===== config.mk =====
export PLATFORM = sky130hd
export DESIGN_NAME = serial_pattern_gen
export DESIGN_NICKNAME = d
export VERILOG_FILES = /design/src/rtl/lab4_pkg.sv /design/src/rtl/serial_pattern_gen_sat_counter.sv /design/src/rtl/serial_pattern_gen.sv
export SDC_FILE = /design/constraint.sdc
export NUM_CORES = 1
export LEC_CHECK = 0
export BUFFER_PORTS_ARGS = -buffer_cell sky130_fd_sc_hd__buf_2
export CAP_MARGIN = 15
export CORE_MARGIN = 2
export CORE_UTILIZATION = 30
export CTS_CLUSTER_DIAMETER = 100
export DETAILED_ROUTE_END_ITERATION = 16
export SLEW_MARGIN = 30
export SYNTH_ARGS = -nofsm -noshare
export SYNTH_HDL_FRONTEND = slang
export SYNTH_SLANG_ARGS = --single-unit

===== constraint.sdc =====
create_clock -name clk -period 2 [get_ports clk]
set_input_delay 0.1 -clock clk [delete_from_list [all_inputs] [get_ports clk]]
set_output_delay 0.1 -clock clk [all_outputs]
set_load 0.1 [all_outputs]

===== src/rtl/lab4_pkg.sv =====
// Shared types and constants for the lab4 stimulus and Mealy stages.
package lab4_pkg;

    localparam int PAT_CNT_W = 8;

    typedef enum logic {
        IDLE  = 1'b0,
        SHIFT = 1'b1
    } state_t;

endpackage


===== src/rtl/serial_pattern_gen_sat_counter.sv =====
// Saturating up-counter with synchronous clear; clear wins over increment.
module sat_counter #(
    parameter int W = 8
) (
    input  logic         clk,
    input  logic         rst_n,
    input  logic         i_clr,
    input  logic         i_inc,
    output logic [W-1:0] o_count
);

    logic [W-1:0] r_count;
    logic         w_at_max;

    assign w_at_max = (r_count == {W{1'b1}});

    always_ff @(posedge clk or negedge rst_n) begin
        if (!rst_n) begin
            r_count <= '0;
        end else if (i_clr) begin
            r_count <= '0;
        end else if (i_inc && !w_at_max) begin
            r_count <= r_count + W'(1);
        end
    end

    assign o_count = r_count;

endmodule


===== src/rtl/serial_pattern_gen.sv =====
// Serialises a loaded bit pattern onto the Mealy stage input, optionally
// repeating it back-to-back, and counts completed patterns.
module serial_pattern_gen
    import lab4_pkg::*;
#(
    parameter int WIDTH     = 8,
    parameter int MSB_FIRST = 1,
    parameter int LEN_W     = $clog2(WIDTH) + 1
) (
    input  logic                 clk,
    input  logic                 rst_n,
    input  logic                 load,
    input  logic [WIDTH-1:0]     data,
    input  logic [LEN_W-1:0]     len,
    input  logic                 rpt,
    input  logic                 stop,
    output logic                 ready,
    output logic                 bit_out,
    output logic                 bit_valid,
    output logic [LEN_W-1:0]     bit_idx,
    output logic                 last,
    output logic [PAT_CNT_W-1:0] pat_cnt
);

    // Position within the pattern maps to a data bit; MSB-first counts down from len-1.
    function automatic logic pick_bit(input logic [WIDTH-1:0] d,
                                      input logic [LEN_W-1:0] l,
                                      input logic [LEN_W-1:0] idx);
        logic [LEN_W-1:0] pos;
        logic [WIDTH-1:0] sh;
        pos = (MSB_FIRST != 0) ? (l - idx - LEN_W'(1)) : idx;
        sh  = d >> pos;
        return sh[0];
    endfunction

    state_t           r_state;
    logic [WIDTH-1:0] r_data;
    logic [LEN_W-1:0] r_len;
    logic             r_rpt;
    logic             r_stop;
    logic             r_bit_out;
    logic             r_bit_valid;
    logic [LEN_W-1:0] r_bit_idx;
    logic             r_last;
    logic             r_ready;

    state_t           w_state_next;
    logic [WIDTH-1:0] w_data_next;
    logic [LEN_W-1:0] w_len_next;
    logic             w_rpt_next;
    logic             w_stop_next;
    logic             w_bit_out_next;
    logic             w_bit_valid_next;
    logic [LEN_W-1:0] w_bit_idx_next;
    logic             w_last_next;
    logic             w_ready_next;
    logic             w_cnt_clr;
    logic             w_cnt_inc;
    logic [LEN_W-1:0] w_len_eff;
    logic [LEN_W-1:0] w_idx_inc;
    logic             w_continue;

    assign w_len_eff  = ((len == '0) || (len > LEN_W'(WIDTH))) ? LEN_W'(WIDTH) : len;
    assign w_idx_inc  = r_bit_idx + LEN_W'(1);
    // A stop on the final bit's edge still cancels the wrap-around.
    assign w_continue = r_rpt && !r_stop && !stop;

    always_comb begin
        w_state_next     = r_state;
        w_data_next      = r_data;
        w_len_next       = r_len;
        w_rpt_next       = r_rpt;
        w_stop_next      = r_stop;
        w_bit_out_next   = 1'b0;
        w_bit_valid_next = 1'b0;
        w_bit_idx_next   = '0;
        w_last_next      = 1'b0;
        w_ready_next     = 1'b1;
        w_cnt_clr        = 1'b0;
        w_cnt_inc        = 1'b0;

        case (r_state)
            IDLE: begin
                if (load) begin
                    w_data_next      = data;
                    w_len_next       = w_len_eff;
                    w_rpt_next       = rpt;
                    w_stop_next      = 1'b0;
                    w_cnt_clr        = 1'b1;
                    w_state_next     = SHIFT;
                    w_bit_out_next   = pick_bit(data, w_len_eff, '0);
                    w_bit_valid_next = 1'b1;
                    w_last_next      = (w_len_eff == LEN_W'(1));
                    w_ready_next     = 1'b0;
                end
            end

            SHIFT: begin
                if (stop) begin
                    w_stop_next = 1'b1;
                    w_rpt_next  = 1'b0;
                end
                if (r_last) begin
                    w_cnt_inc = 1'b1;
                    if (w_continue) begin
                        w_bit_out_next   = pick_bit(r_data, r_len, '0);
                        w_bit_valid_next = 1'b1;
                        w_last_next      = (r_len == LEN_W'(1));
                        w_ready_next     = 1'b0;
                    end else begin
                        w_state_next = IDLE;
                    end
                end else begin
                    w_bit_idx_next   = w_idx_inc;
                    w_bit_out_next   = pick_bit(r_data, r_len, w_idx_inc);
                    w_bit_valid_next = 1'b1;
                    w_last_next      = (w_idx_inc == (r_len - LEN_W'(1)));
                    w_ready_next     = 1'b0;
                end
            end

            default: begin
                w_state_next = IDLE;
            end
        endcase
    end

    always_ff @(posedge clk or negedge rst_n) begin
        if (!rst_n) begin
            r_state     <= IDLE;
            r_data      <= '0;
            r_len       <= '0;
            r_rpt       <= 1'b0;
            r_stop      <= 1'b0;
            r_bit_out   <= 1'b0;
            r_bit_valid <= 1'b0;
            r_bit_idx   <= '0;
            r_last      <= 1'b0;
            r_ready     <= 1'b1;
        end else begin
            r_state     <= w_state_next;
            r_data      <= w_data_next;
            r_len       <= w_len_next;
            r_rpt       <= w_rpt_next;
            r_stop      <= w_stop_next;
            r_bit_out   <= w_bit_out_next;
            r_bit_valid <= w_bit_valid_next;
            r_bit_idx   <= w_bit_idx_next;
            r_last      <= w_last_next;
            r_ready     <= w_ready_next;
        end
    end

    sat_counter #(
        .W (PAT_CNT_W)
    ) u_pat_cnt (
        .clk     (clk),
        .rst_n   (rst_n),
        .i_clr   (w_cnt_clr),
        .i_inc   (w_cnt_inc),
        .o_count (pat_cnt)
    );

    assign ready     = r_ready;
    assign bit_out   = r_bit_out;
    assign bit_valid = r_bit_valid;
    assign bit_idx   = r_bit_idx;
    assign last      = r_last;

endmodule


== Word level (Yosys, flattened, before mapping) ==
Index checks and enable logic that the tools add are counted.

* Add/subtract/negate cells: 6
* Order comparisons: 1
* Equality and inequality tests: 6
* Shifts and indexed selects: 3
* Mux-type cells: 30
* Bitwise operators: 1
* Reduce and logical (&&, ||, !) cells: 11

{| class="wikitable"
|+ Operators with widths
! cell !! number
|-
| $shr A8 B4 Y1 || 3
|-
| $mux W1 || 19
|-
| $mux W8 || 2
|-
| $mux W4 || 3
|-
| $pmux W1 S2 || 6
|-
| $sub A4 B1 Y4 const B || 3
|-
| $add A8 B1 Y8 const B || 1
|-
| $eq A4 B1 Y1 const B || 2
|-
| $eq A8 B8 Y1 const B || 1
|-
| $add A4 B1 Y4 const B || 1
|-
| $eq A4 B4 Y1 || 1
|-
| $gt A4 B4 Y1 const B || 1
|-
| $logic_not A4 Y1 || 1
|-
| $ne A2 B2 Y1 const B || 2
|-
| $reduce_and A2 Y1 || 2
|-
| $sub A4 B4 Y4 || 1
|-
| $logic_and A1 B1 Y1 || 3
|-
| $logic_not A1 Y1 || 3
|-
| $reduce_bool A2 Y1 || 1
|-
| $logic_or A1 B1 Y1 || 1
|-
| $not A1 Y1 || 1
|}

* Flip-flop bits (word level): 30
* Input bits: 17
* Output and inout bits: 16
* Logic and storage cells: 68

== Longest topological paths before layout ==
Gate-level depths: netlist of the first run.

* Depth after elaboration: 7
* Depth in mapped cells: 8
* Mapped depth without buffers: 8

== Hierarchy ==
Synthesis of the first run repeated with hierarchy kept, for this count alone.

* Cells, all modules: 172
* Area, all modules: 1820.5 um2

{| class="wikitable"
|+ Modules (own cells, without submodules)
! module !! instances !! cells an instance !! area an instance (um2) !! sequential area each (um2)
|-
| serial_pattern_gen || 1 || 125 || 1315.0 || 551.8
|-
| sat_counter || 1 || 47 || 505.5 || 200.2
|}

== Least setup slack after synthesis of the first run ==
No wires, ideal clock.

* Path kind: reg2reg
* Start: reg r_bit_idx[0], in the netlist bit_idx[0]
* End: reg r_bit_out, in the netlist bit_out
* Library setup time: 0.096 ns
* Data arrival time: 2.420 ns
* Data required time: 1.904 ns
* Setup slack: -0.515 ns
* Cell stages (with the launch flop): 9
* Path buffers: 0
* Period minus slack after synthesis: 2.515 ns
* Path through: dfrtp_1 ha_1 inv_1 ha_1 a21o_1 a21oi_1 xor2_1 xnor2_1 o31ai_1

* Cells in the longest elaborated chain, start to end: 6

{| class="wikitable"
|+ Ends and longest elaborated chain
! element !! RTL line !! source
|-
| from (decl) || serial_pattern_gen.sv:43 || <nowiki>logic [LEN_W-1:0] r_bit_idx;</nowiki>
|-
| from (signal assigned) || serial_pattern_gen.sv:148 || <nowiki>r_bit_idx <= w_bit_idx_next;</nowiki>
|-
| $add A4 B1 Y4 || serial_pattern_gen.sv:64 || <nowiki>assign w_idx_inc = r_bit_idx + LEN_W'(1);</nowiki>
|-
| $sub A4 B4 Y4 || serial_pattern_gen.sv:31 || <nowiki>pos = (MSB_FIRST != 0) ? (l - idx - LEN_W'(1)) : idx;</nowiki>
|-
| $sub A4 B1 Y4 || serial_pattern_gen.sv:31 ||
|-
| $shr A8 B4 Y1 || serial_pattern_gen.sv:32 || <nowiki>sh = d >> pos;</nowiki>
|-
| $mux W1 || serial_pattern_gen.sv:103 || <nowiki>if (r_last) begin</nowiki>
|-
| $pmux W1 S2 || serial_pattern_gen.sv:82 || <nowiki>case (r_state)</nowiki>
|-
| via w_bit_out_next || serial_pattern_gen.sv:52 || <nowiki>logic w_bit_out_next;</nowiki>
|-
| to (signal assigned) || serial_pattern_gen.sv:146 || <nowiki>r_bit_out <= w_bit_out_next;</nowiki>
|-
| to (decl) || serial_pattern_gen.sv:41 || <nowiki>logic r_bit_out;</nowiki>
|}

The timed path passes the listed nets, and every way through them passes these cells.
A chain may end at the register's enable or synchronous reset.

== Worst setup path after layout of the first run ==
Same ends and word-level chain as after synthesis.

==> results of run 1 <==
==> final cells by class <==
cell class,count,area share (%)
multi-input combinational,122,43.5
inverter,9,1.62
clock buffer,7,4.14
sequential,30,36.6
clock inverter,1,0.240
tap,72,4.32
timing repair buffer,37,9.60
==> cell usage in the layout (no fill, tap or decap), drive strengths merged, types with 2 or more instances in the layout <==
master and instances:
mux2i 5, clkbuf 7, inv 9, nor3 4
o31ai 2, o21ai 6, dfrtp 29, a21oi 3
ha 8, nand2b 4, nor4 2, nand3 4
o211ai 2, nor2 17, mux4 6, nand2 32
xor2 7, xnor2 10, buf 36
==> final timing paths <==
kind,depth (start not counted),to,start
worst max-delay path,5,bit_out,bit_idx[0]
worst min-delay path,3,r_data[6],data[6]
worst max register to register,5,bit_out,bit_idx[0]
worst min register to register,2,r_data[4],r_data[4]
max in group asynchronous,2,bit_idx[0],rst_n
min in group asynchronous,2,last,rst_n
==> registers in the layout (all words and copies together), names as in the netlist <==
| signal | cells |
|---|---|
| r_data | 8 |
| u_pat_cnt.o_count | 8 |
| bit_idx | 4 |
| r_len | 4 |
| bit_out | 1 |
| bit_valid | 1 |
| last | 1 |
| r_rpt | 1 |
| r_stop | 1 |
| ready | 1 |
==> metal layers <==
| layer | share of wire [%] | track usage (%) | wire [um] | up-vias |
|---|---|---|---|---|
| li1 | - | - | - | 637 |
| met1 | 52 | 18.4 | 1840 | 580 |
| met2 | 41 | 16.2 | 1470 | 28 |
| met3 | 5.0 | 3.68 | 178 | 7 |
| met4 | 2.1 | 6.32 | 75 | 0 |
| met5 | 0 | 0 | 0 | - |
==> repair_timing <==
action,in CTS,in global routing
pin swaps,1,5
setup buffers,0,0
gates resized for setup,0,3
hold endpoints to repair,29,0
hold buffers,1,0
endpoints found under the setup margin,1,1
==> logic make-up (layout without fill, tap and decap cells) <==
family / Yosys count / count (layout) / synth area share [%]
AO/OA/AOI/OAI: 16 / 16 / 6.15
XOR/XNOR: 17 / 17 / 8.93
adder cells (fa/ha/maj): 9 / 9 / 7.20
multiplexers: 11 / 11 / 11.6
buffers and inverters: 12 / 54 / 2.78
AND/OR/NAND/NOR: 69 / 69 / 18.3
flip-flops: 30 / 30 / 45.1
==> critical path: cells and delay by family, from the launching register on <==
family	cells	cell delay, ns
compound gates	1	0.08
flops	1	0.51
mux	2	0.49
fa+ha+maj	2	0.80
==> stage by stage <==
stage | setup TNS (ns) | area (um^2)
CTS | 0 | 2060
global route | -0.0600 | 2080
global placement | 0 | 1960
detailed placement | 0 | 1960
finish | 0 | 2080
floorplan | -0.0946 | 1700
==> where the power goes <==
group | leakage [nW] | switching (W) | internal (W)
sequential | 0.378 | 0.000205 | 0.000839
clock | 0.0482 | 0.000240 | 0.000277
combinational | 0.566 | 0.00123 | 0.000791
total | 0.993 | 0.00168 | 0.00191
==> results.txt, run 1 <==
Clock buffer depth - 2
Final core utilization - 38.3%
Tot Pwr - 0.00359 W
Top-area cell type share of the netlist area - 43.5%
Drt wl/cell - 12.8 um
Die Height - 78.6 um
First-pass GRT wire length - 5.80 mm
Power Density - 1720 mW/mm^2
Worst-Skew Late Latency - 0.29 ns
Final std cells w/o fill - 278
Layout area overhead - 25.0%
Peak supply drop - 0.632 mV
Largest net degree at the start of global routing - 31
Overall Global Routing Usage - 12.5%
Final setup fails - 0
DR iter-0 viols - 31
DR vias - 1252
FF/Latch Area - 763 um^2
Detail Route Antenna Nets - 0
Area leader, netlist - dfrtp_1
Pre-CTS setup slack - 0.00735 ns
Crit path DAT - 2.15 ns
Yosys reg bits - 30
I/O Buffers - 32
Die area - 0.00617 mm^2
Reg clk slew, reported paths - 0.07 ns
Crit-path max FO - 5
Inst Count DP - 269
WL final - 3.57 mm
Worst slew pin tran - 0.681 ns
Vias per inst - 4.50
Drt drc - 0
Final hold violation count - 0
Die W - 78.6 um
Number of synthesized flops with an enable pin - 0
Antenna diode count - 0
CP Capture Type - flip-flop
CTS tree - built
RSZ-0062 raised after global routing - true
Core Area - 0.00544 mm^2
Fin Hold WS - 0.0152 ns
Nets - 231
Required @ worst endpoint - 2.16 ns
Top FF cell, synth - dfrtp_1
Hold crit path type - primary input to flip-flop
Post-synthesis async set-or-reset flop share - 100%
Row cnt - 27
Startpoint Class - flip-flop
PnR worst setup slack - 0.0102 ns
Final Max Slew Viols - 0
Root Buffer - clkbuf_8
CTS sink count - 30
Cells after Synth - 164
Synth top cells by count - nand2_1 (32), dfrtp_1 (29), nor2_1 (17), xnor2_1 (10), inv_1 (9)
Top post-synthesis cells by area - dfrtp_1 (44%), nand2_1 (7.2%), ha_1 (6.0%), mux4_2 (5.4%), xnor2_1 (5.3%)
Final Cycle Share - 99.5%
TritonRoute pass-1 iters - 2
Vias in the first global route - 1178
Share of layout cells above drive strength 1 - 29.1%
Register area share after synthesis - 45.1%
Synthesized area - 0.00167 mm^2
Worst path max stage delay - 0.53 ns
Status - finished, final reports clean
CP max-delay cell - fa_1
Ys Warns - 0
Number of fillers in the final layout - 557
Post-Syn Nets - 190
Syn_area_per_cell - 10.2 um^2
Global route overflow - 0
Top-count cell post-synth - nand2_1
Initial core utilization - 30.7%
WS Path Type - flip-flop to flip-flop
Final GP Congestion - 0.751
Internal reg-to-reg setup slack - 0.01 ns
Layout Skew - 0.00567 ns
Initial antenna violation count - 0
Total of max-cap violations - 0
Area occupied by multi-input gates - 906 um^2
Max Fclk - 503 MHz
CTS Buf Count - 5
Detailed-placement wirelength estimate - 2.61 mm
Relative slew slack - 54.6%
Unique masters post-synth - 32
Min Tclk post-route - 1.99 ns
CP Cell Sequence - ha_4 > fa_1 > mux4_2 > mux2i_1 > o31ai_1
Io pins - 33
H-tree depth - 2
LEAKAGE - 0.993 nW
Power figures use the tool's default switching activity.
==> inputs of run 2 (changes only) <==
SYNTH_HIERARCHICAL = 1   (was default)
==> results.txt, run 2 <==
Status - finished, final reports clean (unchanged)
Drt wl/cell - 13.4 um (was 12.8 um)
Top-area cell type share of the netlist area - 39.9% (was 43.5%)
Top FF cell, synth - dfrtp_1 (unchanged)
Tot Pwr - 0.00378 W (was 0.00359 W)
Synth Area in Compound Gates - 8.87% (was 6.15%)
Highest-count cells in the layout ignoring fill and taps - nand2_1 (33), buf_2 (32), dfrtp_1 (22) (was nand2_1 (32), buf_2 (32), dfrtp_1 (24))
Layout Skew - 0.00362 ns (was 0.00567 ns)
Global route overflow - 0 (unchanged)
Layout area overhead - 22.7% (was 25.0%)
Worst slew pin tran - 0.665 ns (was 0.681 ns)
Peak supply drop - 0.686 mV (was 0.632 mV)
Area leader, netlist - dfrtp_1 (unchanged)
Crit-path max FO - 3 (was 5)
Register area share after synthesis - 41.3% (was 45.1%)
Core Area - 0.00589 mm^2 (was 0.00544 mm^2)
Final hold violation count - 0 (unchanged)
Worst-Skew Late Latency - 0.28 ns (was 0.29 ns)
Leading cell type in the layout, fill and taps excluded - nand2_1
Die W - 81.9 um (was 78.6 um)
DR vias - 1364 (was 1252)
Largest family of logic cells by synthesized area - simple AND/OR/NAND/NOR gates (unchanged)
Clock buffer depth - 2 (unchanged)
Required @ worst endpoint - 2.16 ns (about the same)
TritonRoute pass-1 iters - 6 (was 2)
I/O Buffers - 32 (unchanged)
Final GP Congestion - 0.750 (was 0.751)
Post-synthesis async set-or-reset flop share - 100% (unchanged)
CTS sink count - 30 (unchanged)
Nets - 239 (was 231)
Vias in the first global route - 1413 (was 1178)
Total of max-cap violations - 0 (unchanged)
Synthesized area - 0.00182 mm^2 (was 0.00167 mm^2)
Final non-filler cell area - 0.00223 mm^2 (was 0.00208 mm^2)
Root Buffer - clkbuf_8 (unchanged)
Final Cycle Share - 97.8% (was 99.5%)
Max Fclk - 511 MHz (was 503 MHz)
Vias per inst - 4.72 (was 4.50)
Crit path DAT - 2.12 ns (was 2.15 ns)
Share of layout cells above drive strength 1 - 37.9% (was 29.1%)
Post-synthesis adder-cell area fraction - 6.60% (was 7.20%)
Detail Route Antenna Nets - 0 (unchanged)
First-pass GRT wire length - 6.76 mm (was 5.80 mm)
Min Tclk post-route - 1.96 ns (was 1.99 ns)
Initial core utilization - 30.9% (was 30.7%)
Final Max Slew Viols - 0 (unchanged)
Ys Warns - 6 (was 0)
WL final - 3.87 mm (was 3.57 mm)
WS Path Type - flip-flop to flip-flop (unchanged)
Row cnt - 28 (was 27)
Detailed-placement wirelength estimate - 2.95 mm (was 2.61 mm)
H-tree depth - 2 (unchanged)
Yosys reg bits - 30 (unchanged)
Die Height - 81.9 um (was 78.6 um)
LEAKAGE - 1.03 nW (was 0.993 nW)
Synth top cells by count - nand2_1 (33), dfrtp_1 (29), nor2_1 (10), ha_1 (8), inv_1 (7) (was nand2_1 (32), dfrtp_1 (29), nor2_1 (17), xnor2_1 (10), inv_1 (9))
Post-Syn Nets - 198 (was 190)
Simple-Gate Fraction of Synth Area - 19.7% (was 18.3%)
Dpl cell area - 0.00211 mm^2 (was 0.00196 mm^2)
Antenna diode count - 0 (unchanged)
Overall Global Routing Usage - 13.2% (was 12.5%)
Largest net degree at the start of global routing - 31 (unchanged)
Top-count cell post-synth - nand2_1 (unchanged)
CTS Buf Count - 5 (unchanged)
Final setup fails - 0 (unchanged)
Mux cell area share after synthesis - 13.5% (was 11.6%)
CP Capture Type - flip-flop (unchanged)
Relative slew slack - 55.6% (was 54.6%)
Die area - 0.00671 mm^2 (was 0.00617 mm^2)
RSZ-0062 raised after global routing - true (unchanged)
Startpoint Class - flip-flop (unchanged)
Syn_area_per_cell - 10.6 um^2 (was 10.2 um^2)
Area share of xor/xnor cells in the synthesized design - 6.12% (was 8.93%)
DR iter-0 viols - 48 (was 31)
CTS tree - built (unchanged)
Power Density - 1690 mW/mm^2 (was 1720 mW/mm^2)
Initial antenna violation count - 0 (unchanged)
Number of synthesized flops with an enable pin - 0 (unchanged)
Cells after Synth - 172 (was 164)
Io pins - 33 (unchanged)
Hold crit path type - primary input to flip-flop (unchanged)
Drt drc - 0 (unchanged)
Reg clk slew, reported paths - 0.06 ns (was 0.07 ns)
Post-CTS setup buffer count - 0 (unchanged)
Top post-synthesis cells by area - dfrtp_1 (40%), mux4_2 (7.4%), nand2_1 (6.8%), ha_1 (5.5%), mux2_4 (3.3%) (was dfrtp_1 (44%), nand2_1 (7.2%), ha_1 (6.0%), mux4_2 (5.4%), xnor2_1 (5.3%))
Unique masters post-synth - 44 (was 32)
## run 2: cell count changes in the layout (fill, tap and decap cells not counted), moves of 4 or more
cell | before | now
nor2b_1 | 0 | 5
xor2_1 | 7 | 3
o21ai_1 | 1 | 5
xnor2_1 | 9 | 5
nor2_1 | 17 | 10
mux2_4 | 0 | 4
o21ai_0 | 5 | 0
## run 2: metal layers
metal / up-vias / routed length, um / GRT usage, %
met3: 3 / 175 / 3.08
met4: 0 / 33 / 4.50
met5: - / 0 / 0
met1: 656 / 1950 / 18.8
li1: 677 / - / -
met2: 28 / 1710 / 19.8
## run 2: final cells by class
type,instances,area (um^2)
Fill cell,609,3650
Tap cell,75,93.8
Multi-Input combinational cell,129,1030
Timing Repair Buffer,39,215
Clock inverter,1,5.00
Clock buffer,7,86.3
Sequential cell,30,768
Inverter,8,30.0
## run 2: logic make-up (layout without fill, tap and decap cells)
| group | after synthesis | in the layout |
|---|---|---|
| buf+inv | 13 | 55 |
| mux | 15 | 15 |
| flops | 30 | 30 |
| compound gates | 22 | 22 |
| simple gates | 72 | 72 |
| xor+xnor | 11 | 11 |
| fa+ha+maj | 9 | 9 |
## run 2: through the flow
stage / util, % / setup TNS [ns] / worst slack (ns) / hold WS [ns] / instances
after global routing: 37.9 / -0.0244 / -0.0244 / 0.0359 / 289
after global placement: 35.8 / 0 / 0.0745 / 0.190 / 280
after CTS: 37.6 / 0 / 0.00848 / 0.0150 / 289
after detailed placement: 35.8 / 0 / 0.0158 / 0.187 / 280
after floorplan: - / -0.0526 / -0.0526 / -0.196 / 172
final: 37.9 / 0 / 0.0434 / 0.0241 / 289
## run 2: power breakdown
group	leakage [nW]	switching (W)	internal, W	total [W]
Clock	0.0482	0.000227	0.000277	0.000504
Sequential	0.376	0.000219	0.000851	0.00107
Combinational	0.604	0.00132	0.000886	0.00221
## run 2: path summary, 6_finish.rpt
kind | end | slack (ns) | cells past startpoint | from
min in group asynchronous | u_pat_cnt/o_count[5] | 0.39 | 2 | rst_n
min reg2reg | r_data[7] | 0.52 | 2 | r_data[7]
min | r_data[1] | 0.02 | 3 | data[1]
max | bit_out | 0.04 | 5 | bit_idx[1]
max in group asynchronous | bit_idx[1] | 1.11 | 2 | rst_n
max reg2reg | bit_out | 0.04 | 5 | bit_idx[1]
## run 2: critical path, stage by stage, from the launching register on
cell and delay, ns:
dfrtp_4 0.49, ha_4 0.27, fa_1 0.53, mux4_2 0.31, mux2i_1 0.15, o31ai_1 0.09
## run 2: timing repair
| action | CTS | global route |
|---|---|---|
| hold buffers | 1 | 0 |
| setup endpoints to repair | 0 | 1 |
| hold endpoints to repair | 29 | 0 |
| resized for setup | 0 | 4 |
